===== src/rtl/multdiv_ctrl.sv =====
// multdiv_ctrl
// Sequences the multicycle multiply/divide unit for R-type mul/div leaving
// decode. It latches the operands and destination, pulses the unit's start,
// stalls the pipeline while the unit works, then arbitrates for the shared
// register-file write port to write back either the result or an exception
// code into the rstatus register.
//
// Ports:
//   clock, reset_n                 rising-edge clock, async active-low reset
//   issue_valid, opcode, aluop, rd decoded instruction in D/X
//   operand_a, operand_b           rs/rt values
//   stall                          hold fetch/decode/D-X
//   md_start_mult, md_start_div    one-cycle start pulses to the unit
//   md_operand_a, md_operand_b     latched operands to the unit
//   md_result, md_ready            unit result and its one-cycle valid pulse
//   md_exception                   overflow/div-by-zero, valid with md_ready
//   wb_req, wb_grant               write-port request / grant
//   wb_rd, wb_data                 write register index and data
//   busy                           controller is not idle
module multdiv_ctrl #(
  parameter int TIMEOUT     = 40,
  parameter int RSTATUS_REG = 30,
  parameter int MUL_EXC     = 4,
  parameter int DIV_EXC     = 5
) (
  input  logic        clock,
  input  logic        reset_n,
  input  logic        issue_valid,
  input  logic [4:0]  opcode,
  input  logic [4:0]  aluop,
  input  logic [4:0]  rd,
  input  logic [31:0] operand_a,
  input  logic [31:0] operand_b,
  output logic        stall,
  output logic        md_start_mult,
  output logic        md_start_div,
  output logic [31:0] md_operand_a,
  output logic [31:0] md_operand_b,
  input  logic [31:0] md_result,
  input  logic        md_ready,
  input  logic        md_exception,
  output logic        wb_req,
  input  logic        wb_grant,
  output logic [4:0]  wb_rd,
  output logic [31:0] wb_data,
  output logic        busy
);

  localparam int CW = $clog2(TIMEOUT + 1);

  typedef enum logic [1:0] {IDLE, START, WAIT, WB} state_t;

  state_t         state;
  state_t         state_next;
  logic [CW-1:0]  count;
  logic [4:0]     rd_q;
  logic           kind_div;
  logic [31:0]    result_q;
  logic           exc_q;
  logic           match;
  logic           timeout;
  logic           completing;

  assign match   = issue_valid && (opcode == 5'd0) && ((aluop == 5'd6) || (aluop == 5'd7));
  assign timeout = (count == CW'(TIMEOUT - 1));

  // A non-exception result headed for r0 is dropped, so write-back finishes
  // without ever touching the write port.
  assign completing = wb_grant || ((rd_q == 5'd0) && !exc_q);

  always_ff @(posedge clock or negedge reset_n) begin
    if (!reset_n) begin
      state <= IDLE;
    end else begin
      state <= state_next;
    end
  end

  always_comb begin
    state_next    = state;
    stall         = 1'b0;
    md_start_mult = 1'b0;
    md_start_div  = 1'b0;
    wb_req        = 1'b0;
    wb_rd         = 5'd0;
    wb_data       = 32'd0;
    busy          = (state != IDLE);
    case (state)
      IDLE: begin
        stall = match;
        if (match) begin
          state_next = START;
        end
      end
      START: begin
        stall         = 1'b1;
        md_start_mult = !kind_div;
        md_start_div  = kind_div;
        state_next    = WAIT;
      end
      WAIT: begin
        stall = 1'b1;
        if (md_ready || timeout) begin
          state_next = WB;
        end
      end
      WB: begin
        if (exc_q) begin
          wb_rd   = 5'(RSTATUS_REG);
          wb_data = kind_div ? 32'(DIV_EXC) : 32'(MUL_EXC);
        end else begin
          wb_rd   = rd_q;
          wb_data = result_q;
        end
        wb_req = exc_q || (rd_q != 5'd0);
        // Stall drops in the completing cycle so the mul/div leaves D/X on
        // this edge and is not detected a second time.
        stall = !completing;
        if (completing) begin
          state_next = IDLE;
        end
      end
      default: begin
        state_next = IDLE;
      end
    endcase
  end

  // Operand/destination capture, WAIT cycle counter and result latch. A
  // ready in the same cycle as the timeout takes priority and keeps the
  // unit's own exception bit.
  always_ff @(posedge clock or negedge reset_n) begin
    if (!reset_n) begin
      md_operand_a <= 32'd0;
      md_operand_b <= 32'd0;
      rd_q         <= 5'd0;
      kind_div     <= 1'b0;
      count        <= '0;
      result_q     <= 32'd0;
      exc_q        <= 1'b0;
    end else begin
      case (state)
        IDLE: begin
          if (match) begin
            md_operand_a <= operand_a;
            md_operand_b <= operand_b;
            rd_q         <= rd;
            kind_div     <= aluop[0];
            exc_q        <= 1'b0;
          end
        end
        START: begin
          count <= '0;
        end
        WAIT: begin
          count <= count + 1'b1;
          if (md_ready) begin
            result_q <= md_result;
            exc_q    <= md_exception;
          end else if (timeout) begin
            exc_q <= 1'b1;
          end
        end
        default: begin
        end
      endcase
    end
  end

endmodule

===== config.mk =====
export PLATFORM = sky130hd
export DESIGN_NAME = multdiv_ctrl
export DESIGN_NICKNAME = d
export VERILOG_FILES = /design/src/rtl/multdiv_ctrl.sv
export SDC_FILE = /design/constraint.sdc
export NUM_CORES = 1
export LEC_CHECK = 0
export ABC_CLOCK_PERIOD_IN_PS = 3750
export CAP_MARGIN = 5
export CORE_ASPECT_RATIO = 1.2
export CORE_UTILIZATION = 28
export DETAILED_ROUTE_END_ITERATION = 10
export GPL_TIMING_DRIVEN = 0
export REMOVE_ABC_BUFFERS = 1
export SLEW_MARGIN = 20
export SYNTH_ARGS = -nofsm -noshare
export SYNTH_HDL_FRONTEND = slang
export SYNTH_SLANG_ARGS = --single-unit

===== constraint.sdc =====
create_clock -name clock -period 3.75 [get_ports clock]
set_clock_uncertainty 0.2 [all_clocks]
set_input_delay 0.9375 -clock clock [delete_from_list [all_inputs] [get_ports clock]]
set_output_delay 0.9375 -clock clock [all_outputs]
set_load 0.02 [all_outputs]

==> results of run 1 <==
[cells by family after synthesis]
group | Yosys count
flip-flops | 111
buffers and inverters | 24
AO/OA/AOI/OAI | 20
multiplexers | 106
AND/OR/NAND/NOR | 63
adder cells (fa/ha/maj) | 6
XOR/XNOR | 1
[synth_stat cells, drive strengths merged]
master	number	area [um2]
a21boi	1	7.510
nor2b	6	37.54
and3	1	7.510
nand2b	1	6.260
mux2i	3	30.03
mux2	103	1179
nor3	2	10.01
buf	4	16.26
inv	8	30.03
dfrtp	111	2778
a211o	1	8.760
a21oi	3	15.01
nand3	3	15.01
o21ai	7	35.03
nand3b	1	7.510
o22ai	1	6.260
clkbuf	12	115.1
nor3b	1	7.510
or3	1	6.260
o21a	4	30.03
and4bb	1	12.51
and2	33	206.5
xor2	1	8.760
nor4	2	18.77
nand4	1	6.260
a32o	1	10.01
nand2	5	26.27
nor2	5	18.77
a41oi	1	8.760
a221oi	1	15.01
ha	6	75.07
[routing by layer]
| metal | GRT usage | share of wire | up-vias |
|---|---|---|---|
| met4 | 0.06043 | 0.019 | 0 |
| met5 | 0 | 0 | - |
| met2 | 0.2340 | 0.49 | 144 |
| met3 | 0.04702 | 0.089 | 12 |
| li1 | - | - | 1578 |
| met1 | 0.1541 | 0.40 | 1621 |
[path summary, 6_finish.rpt]
check                        startpoint  cells past startpoint                to
hold / removal             result_q[27]                      1      result_q[27]
max in group asynchronous       reset_n                      2  md_operand_a[23]
min in group asynchronous       reset_n                      1      result_q[10]
setup / recovery              opcode[1]                      5             stall
hold reg to reg            result_q[27]                      1      result_q[27]
setup reg to reg               state[0]                      4       result_q[8]
[cell type report]
type	instances	area, um2	area share
Sequential cell	111	2778	0.3733
Timing Repair Buffer	224	2261	0.3039
Multi-Input combinational cell	196	1826	0.2453
Tap cell	212	265.3	0.03565
Clock buffer	10	239.0	0.03212
Clock inverter	5	42.54	0.005717
Inverter	8	30.03	0.004036
[sequential cells by signal, summed over array words and instances (netlist names)]
register      flops
state             2
kind_div          1
count             6
rd_q              5
result_q         32
exc_q             1
md_operand_a     32
md_operand_b     32
[stage by stage]
| step | cells | TNS (ps) | hold slack, ps | total power, mW |
|---|---|---|---|---|
| 5_1_grt | 766 | 0 | 308.7 | 3.993 |
| 6_report | 766 | 0 | 296.8 | 3.751 |
| 3_3_place_gp | 749 | -323420 | 277.9 | 2.837 |
| 4_1_cts | 766 | 0 | 301.7 | 3.818 |
| 2_1_floorplan | 315 | 0 | 270.7 | 2.270 |
| 3_5_place_dp | 751 | -132.2 | 285.7 | 2.883 |
[worst max-delay path, stage by stage]
cell and delay [ps]:
clkdlybuf4s50_1 410, nor4_2 320, nand3_1 220, a21oi_1 190, dlygate4sd2_1 370
[repair_timing]
| item | in CTS | in global routing |
|---|---|---|
| gates resized for setup | 1 | 1 |
| hold buffers | 0 | 0 |
| endpoints found under the setup margin | 1 | 24 |
[power by group through the flow]
stage | Combinational (mW) | Sequential, mW | Clock (mW)
after global routing | 1.43 | 1.55 | 1.01
after CTS | 1.33 | 1.52 | 0.963
final | 1.31 | 1.52 | 0.918
after global placement | 1.30 | 1.53 | 0
after detailed placement | 1.34 | 1.55 | 0
after floorplan | 0.743 | 1.53 | 0
==> results.ini, run 1 <==
[timing]
slew_viol_final = 0
worstMarginPinSlew_ps = 973.9
maxSlewHeadroom = 0.3507
post-route-min-period_ps = 3589
max_freq_mhz = 278.6
worst_slack_ps = 160.7
hold_viol_final = 0
fin_crit_sh = 0.9572
rsz0062_at_grt = false
setup_violations = 0

[floorplanning]
die_h_um = 144.7
core_um2 = 16400
ios = 223
die_x_um = 121.0
initial_core_util = 0.2899
fp.dieArea_um2 = 17510
rows = 51

[clock_network]
cts_tree = yes
cts_inserted_buffers = 9
root_buffer = clkbuf_16
clkSlewWorstSetupHoldPaths_ps = 70
cts.path.max_buffers = 2
clock_latency_ps = 350
h-tree-depth = 3
clock-sinks = 111
post_cts_buffers = 0

[global_routing]
grt_pass1_wl_mm = 18.46
grt-ovfl-total = 0
grt_use_total = 0.1368
grt_pass1_vias = 3645
grt_max_degree = 71
antenna_found_initial = 0

[critical_path]
regToRegSetupSlack_ps = 1440
end_kind = primary output
worstPathRequired_ps = 2610
worstPathArrival_ps = 2450
crit_type = in -> out
cp-start-kind = input port
cp_max_fo = 4

[placement]
portBuffers = 222
place_ws_ps = -132.2
dpl-instance-area_um2 = 7156
gp_congestion = 0.7175
post-dp-hpwl_mm = 8.315

[finish]
diodes = 0
utilization = 0.4537
layout_commonest_cell = clkdlybuf4s50_1
syn_to_final_growth_pct = 56.50
final_cell_area_um2 = 7441
fillers = 1480
drive_above_1_share = 0.2292
mostFrequentLayoutCells = 220 x clkdlybuf4s50_1, 111 x dfrtp_1, 97 x mux2_2
fin_nets = 673

[pwr]
pwr-share-clk = 0.245
seq_power_share = 0.405
combPwrFrac = 0.350
vdd_drop_max_uv = 239.8
p_per_area_nw_per_um2 = 504.2
p_int_mw = 2.596
switching_share = 0.3079
p_leak_nw = 3.324
total_switching_power_mw = 1.155

[route]
wl_mm = 11.43
dr.first_iter.drc_count = 125
drc = 0
avgViaCountPerCell = 4.380
drtAntennaViolNets = 0
post_drt_wl_per_cell_um = 14.92
first_pass_iters = 3
vias = 3355

[run_status]
status = finished clean

[yosys]
yosys.area_share.simple = 0.08132
ys_seq_area_frac = 0.5842
synth_top_family_by_area = multiplexers
synthMuxAreaShare = 0.2542
synthAdderAreaFrac = 0.01579
synth_cell_types = 37
syn_inst = 331
syn-cell-area_um2 = 4755
synth.avg_cell_area_um2 = 14.36
synth-xor-area-share = 0.001842
ys_ff_latch = 111
synth-compound-area-share = 0.02868
ys.warnings.count = 0

[run]
max_cap_violations = 0

[worst_hold_path]
hold_path.class = reg -> reg

(Power assumes the default switching activity.)
==> inputs of run 2 (changes only) <==
--- a/config.mk
+++ b/config.mk
@@ -8,10 +8,12 @@
 export ABC_CLOCK_PERIOD_IN_PS = 3750
 export CAP_MARGIN = 5
 export CORE_ASPECT_RATIO = 1.2
-export CORE_UTILIZATION = 28
+export CORE_UTILIZATION = 44
 export DETAILED_ROUTE_END_ITERATION = 10
 export GPL_TIMING_DRIVEN = 0
+export PLACE_DENSITY = 0.85
 export REMOVE_ABC_BUFFERS = 1
+export SKIP_CTS_REPAIR_TIMING = 1
 export SLEW_MARGIN = 20
 export SYNTH_ARGS = -nofsm -noshare
 export SYNTH_HDL_FRONTEND = slang
==> results.ini, run 2 (synthesized netlist as in run 1, its figures left out) <==
[timing]
hold_viol_final = 0  ; unchanged
post-route-min-period_ps = 3559  ; was 3589 ps
slew_viol_final = 0  ; unchanged
worstMarginPinSlew_ps = 967.5  ; was 973.9 ps
setup_violations = 0  ; unchanged
max_freq_mhz = 280.9  ; was 278.6 MHz
worst_slack_ps = 190.6  ; was 160.7 ps
fin_crit_sh = 0.9492  ; was 0.9572
maxSlewHeadroom = 0.3550  ; was 0.3507
rsz0062_at_grt = false  ; unchanged

[placement]
place_ws_ps = -67.33  ; was -132.2 ps
portBuffers = 222  ; unchanged
dp.cells = 668  ; was 751
post-dp-hpwl_mm = 8.205  ; was 8.315 mm
gp_congestion = 0.7529  ; was 0.7175

[critical_path]
cp-start-kind = register  ; was input port
cp_slowest_cell = clkdlybuf4s50_1  ; unchanged
regToRegSetupSlack_ps = 1440  ; about the same
cp_max_fo = 27  ; was 4
end_kind = primary output  ; unchanged
timing.rr.end = result_q[4]  ; was result_q[8]
worstPathArrival_ps = 2420  ; was 2450 ps
r2r_cells = 4  ; unchanged
worstPathRequired_ps = 2610  ; about the same
crit_type = reg -> out  ; was in -> out
cp_top_family = buffers and inverters  ; unchanged
cpPeakStageDelay_ps = 650  ; was 410 ps
crit_buf_inv = 2  ; unchanged
timing.rr.start = state[0]  ; unchanged
worstPathCellList = ha_1 -> nor2b_2 -> buf_6 -> and2_1 -> clkdlybuf4s50_1  ; was clkdlybuf4s50_1 -> nor4_2 -> nand3_1 -> a21oi_1 -> dlygate4sd2_1

[floorplanning]
die_x_um = 96.90  ; was 121.0 um
rows = 41  ; was 51
die_h_um = 115.9  ; was 144.7 um
fp.dieArea_um2 = 11230  ; was 17510 um2
ios = 223  ; unchanged
core_um2 = 10520  ; was 16400 um2
initial_core_util = 0.4521  ; was 0.2899

[route]
dr.first_iter.drc_count = 60  ; was 125
wl_mm = 11.12  ; was 11.43 mm
first_pass_iters = 4  ; was 3
vias = 3417  ; was 3355
avgViaCountPerCell = 4.996  ; was 4.380
drc = 0  ; unchanged
post_drt_wl_per_cell_um = 16.26  ; was 14.92 um
drtAntennaViolNets = 0  ; unchanged

[clock_network]
cts.path.max_buffers = 2  ; unchanged
clock_latency_ps = 340  ; was 350 ps
cts_inserted_buffers = 9  ; unchanged
clkSlewWorstSetupHoldPaths_ps = 70  ; about the same
h-tree-depth = 3  ; unchanged
cts_tree = yes  ; unchanged
root_buffer = clkbuf_16  ; unchanged
clock-sinks = 111  ; unchanged

[pwr]
p_leak_nw = 3.341  ; was 3.324 nW
power_mw = 3.767  ; was 3.751 mW
p_per_area_nw_per_um2 = 512.7  ; was 504.2 nW/um2
vdd_drop_max_uv = 230.0  ; was 239.8 uV

[finish]
syn_to_final_growth_pct = 54.53  ; was 56.50%
stdcell_count = 684  ; was 766
fin_nets = 673  ; unchanged
fillers = 737  ; was 1480
top_regs = md_operand_a (32), md_operand_b (32), result_q (32)  ; unchanged
mostFrequentLayoutCells = 220 x clkdlybuf4s50_1, 111 x dfrtp_1, 97 x mux2_2  ; unchanged
drive_above_1_share = 0.2306  ; was 0.2292
utilization = 0.6986  ; was 0.4537
diodes = 0  ; unchanged
layout_commonest_cell = clkdlybuf4s50_1  ; unchanged

[worst_hold_path]
whs_endpoint = result_q[24]  ; was result_q[27]
hold-path-cell-count = 1  ; unchanged
min_from = result_q[24]  ; was result_q[27]
hold_path.class = reg -> reg  ; unchanged

[global_routing]
antenna_found_initial = 0  ; unchanged
grt_pass1_vias = 3619  ; was 3645
grt_use_total = 0.1982  ; was 0.1368
grt_max_degree = 71  ; unchanged
grt_pass1_wl_mm = 17.58  ; was 18.46 mm
grt-ovfl-total = 0  ; unchanged

[run_status]
status = finished clean  ; unchanged

[run]
max_cap_violations = 0  ; unchanged

-- run 2: power breakdown --
group          total [mW]  switching (mW)  internal (mW)  leakage (nW)
clock network       0.922           0.428          0.493         0.146
logic                1.32           0.602          0.714          1.72
registers            1.53           0.117           1.41          1.47
total                3.77            1.15           2.62          3.34
-- run 2: stage by stage --
step	setup TNS, ps	hold WS [ps]	area [um2]
2_1_floorplan	0	270.7	4623
3_3_place_gp	-292040	277.6	7007
3_5_place_dp	-67.33	286.6	7052
4_1_cts	-69.76	302.3	7345
5_1_grt	0	320.5	7347
6_report	0	296.4	7347
-- run 2: layout make-up --
cell class | instances | area, um2 | share of cell area
clock inverters | 5 | 40.04 | 0.005450
flip-flops and latches | 111 | 2778 | 0.3781
clock buffers | 11 | 252.7 | 0.03440
inverters | 8 | 30.03 | 0.004087
multi-input cells | 196 | 1821 | 0.2478
repair buffers | 224 | 2265 | 0.3082
well taps | 129 | 161.4 | 0.02197
-- run 2: how the worst max path moves through the flow --
stage	start	to	slack, ps	cells past startpoint
after detailed placement	opcode[1]	stall	-70	5
after floorplan	opcode[1]	stall	830	3
after global placement	reset_n	md_operand_a[20]	-2590	1
final	state[1]	wb_data[22]	190	5
after global routing	state[1]	wb_data[22]	20	5
after CTS	opcode[1]	stall	-70	5
-- run 2: layer usage --
layer,GRT usage,wire length [um]
met3,0.06514,756
met2,0.3549,5938
met5,0,0
met4,0.06070,157
met1,0.2264,4272
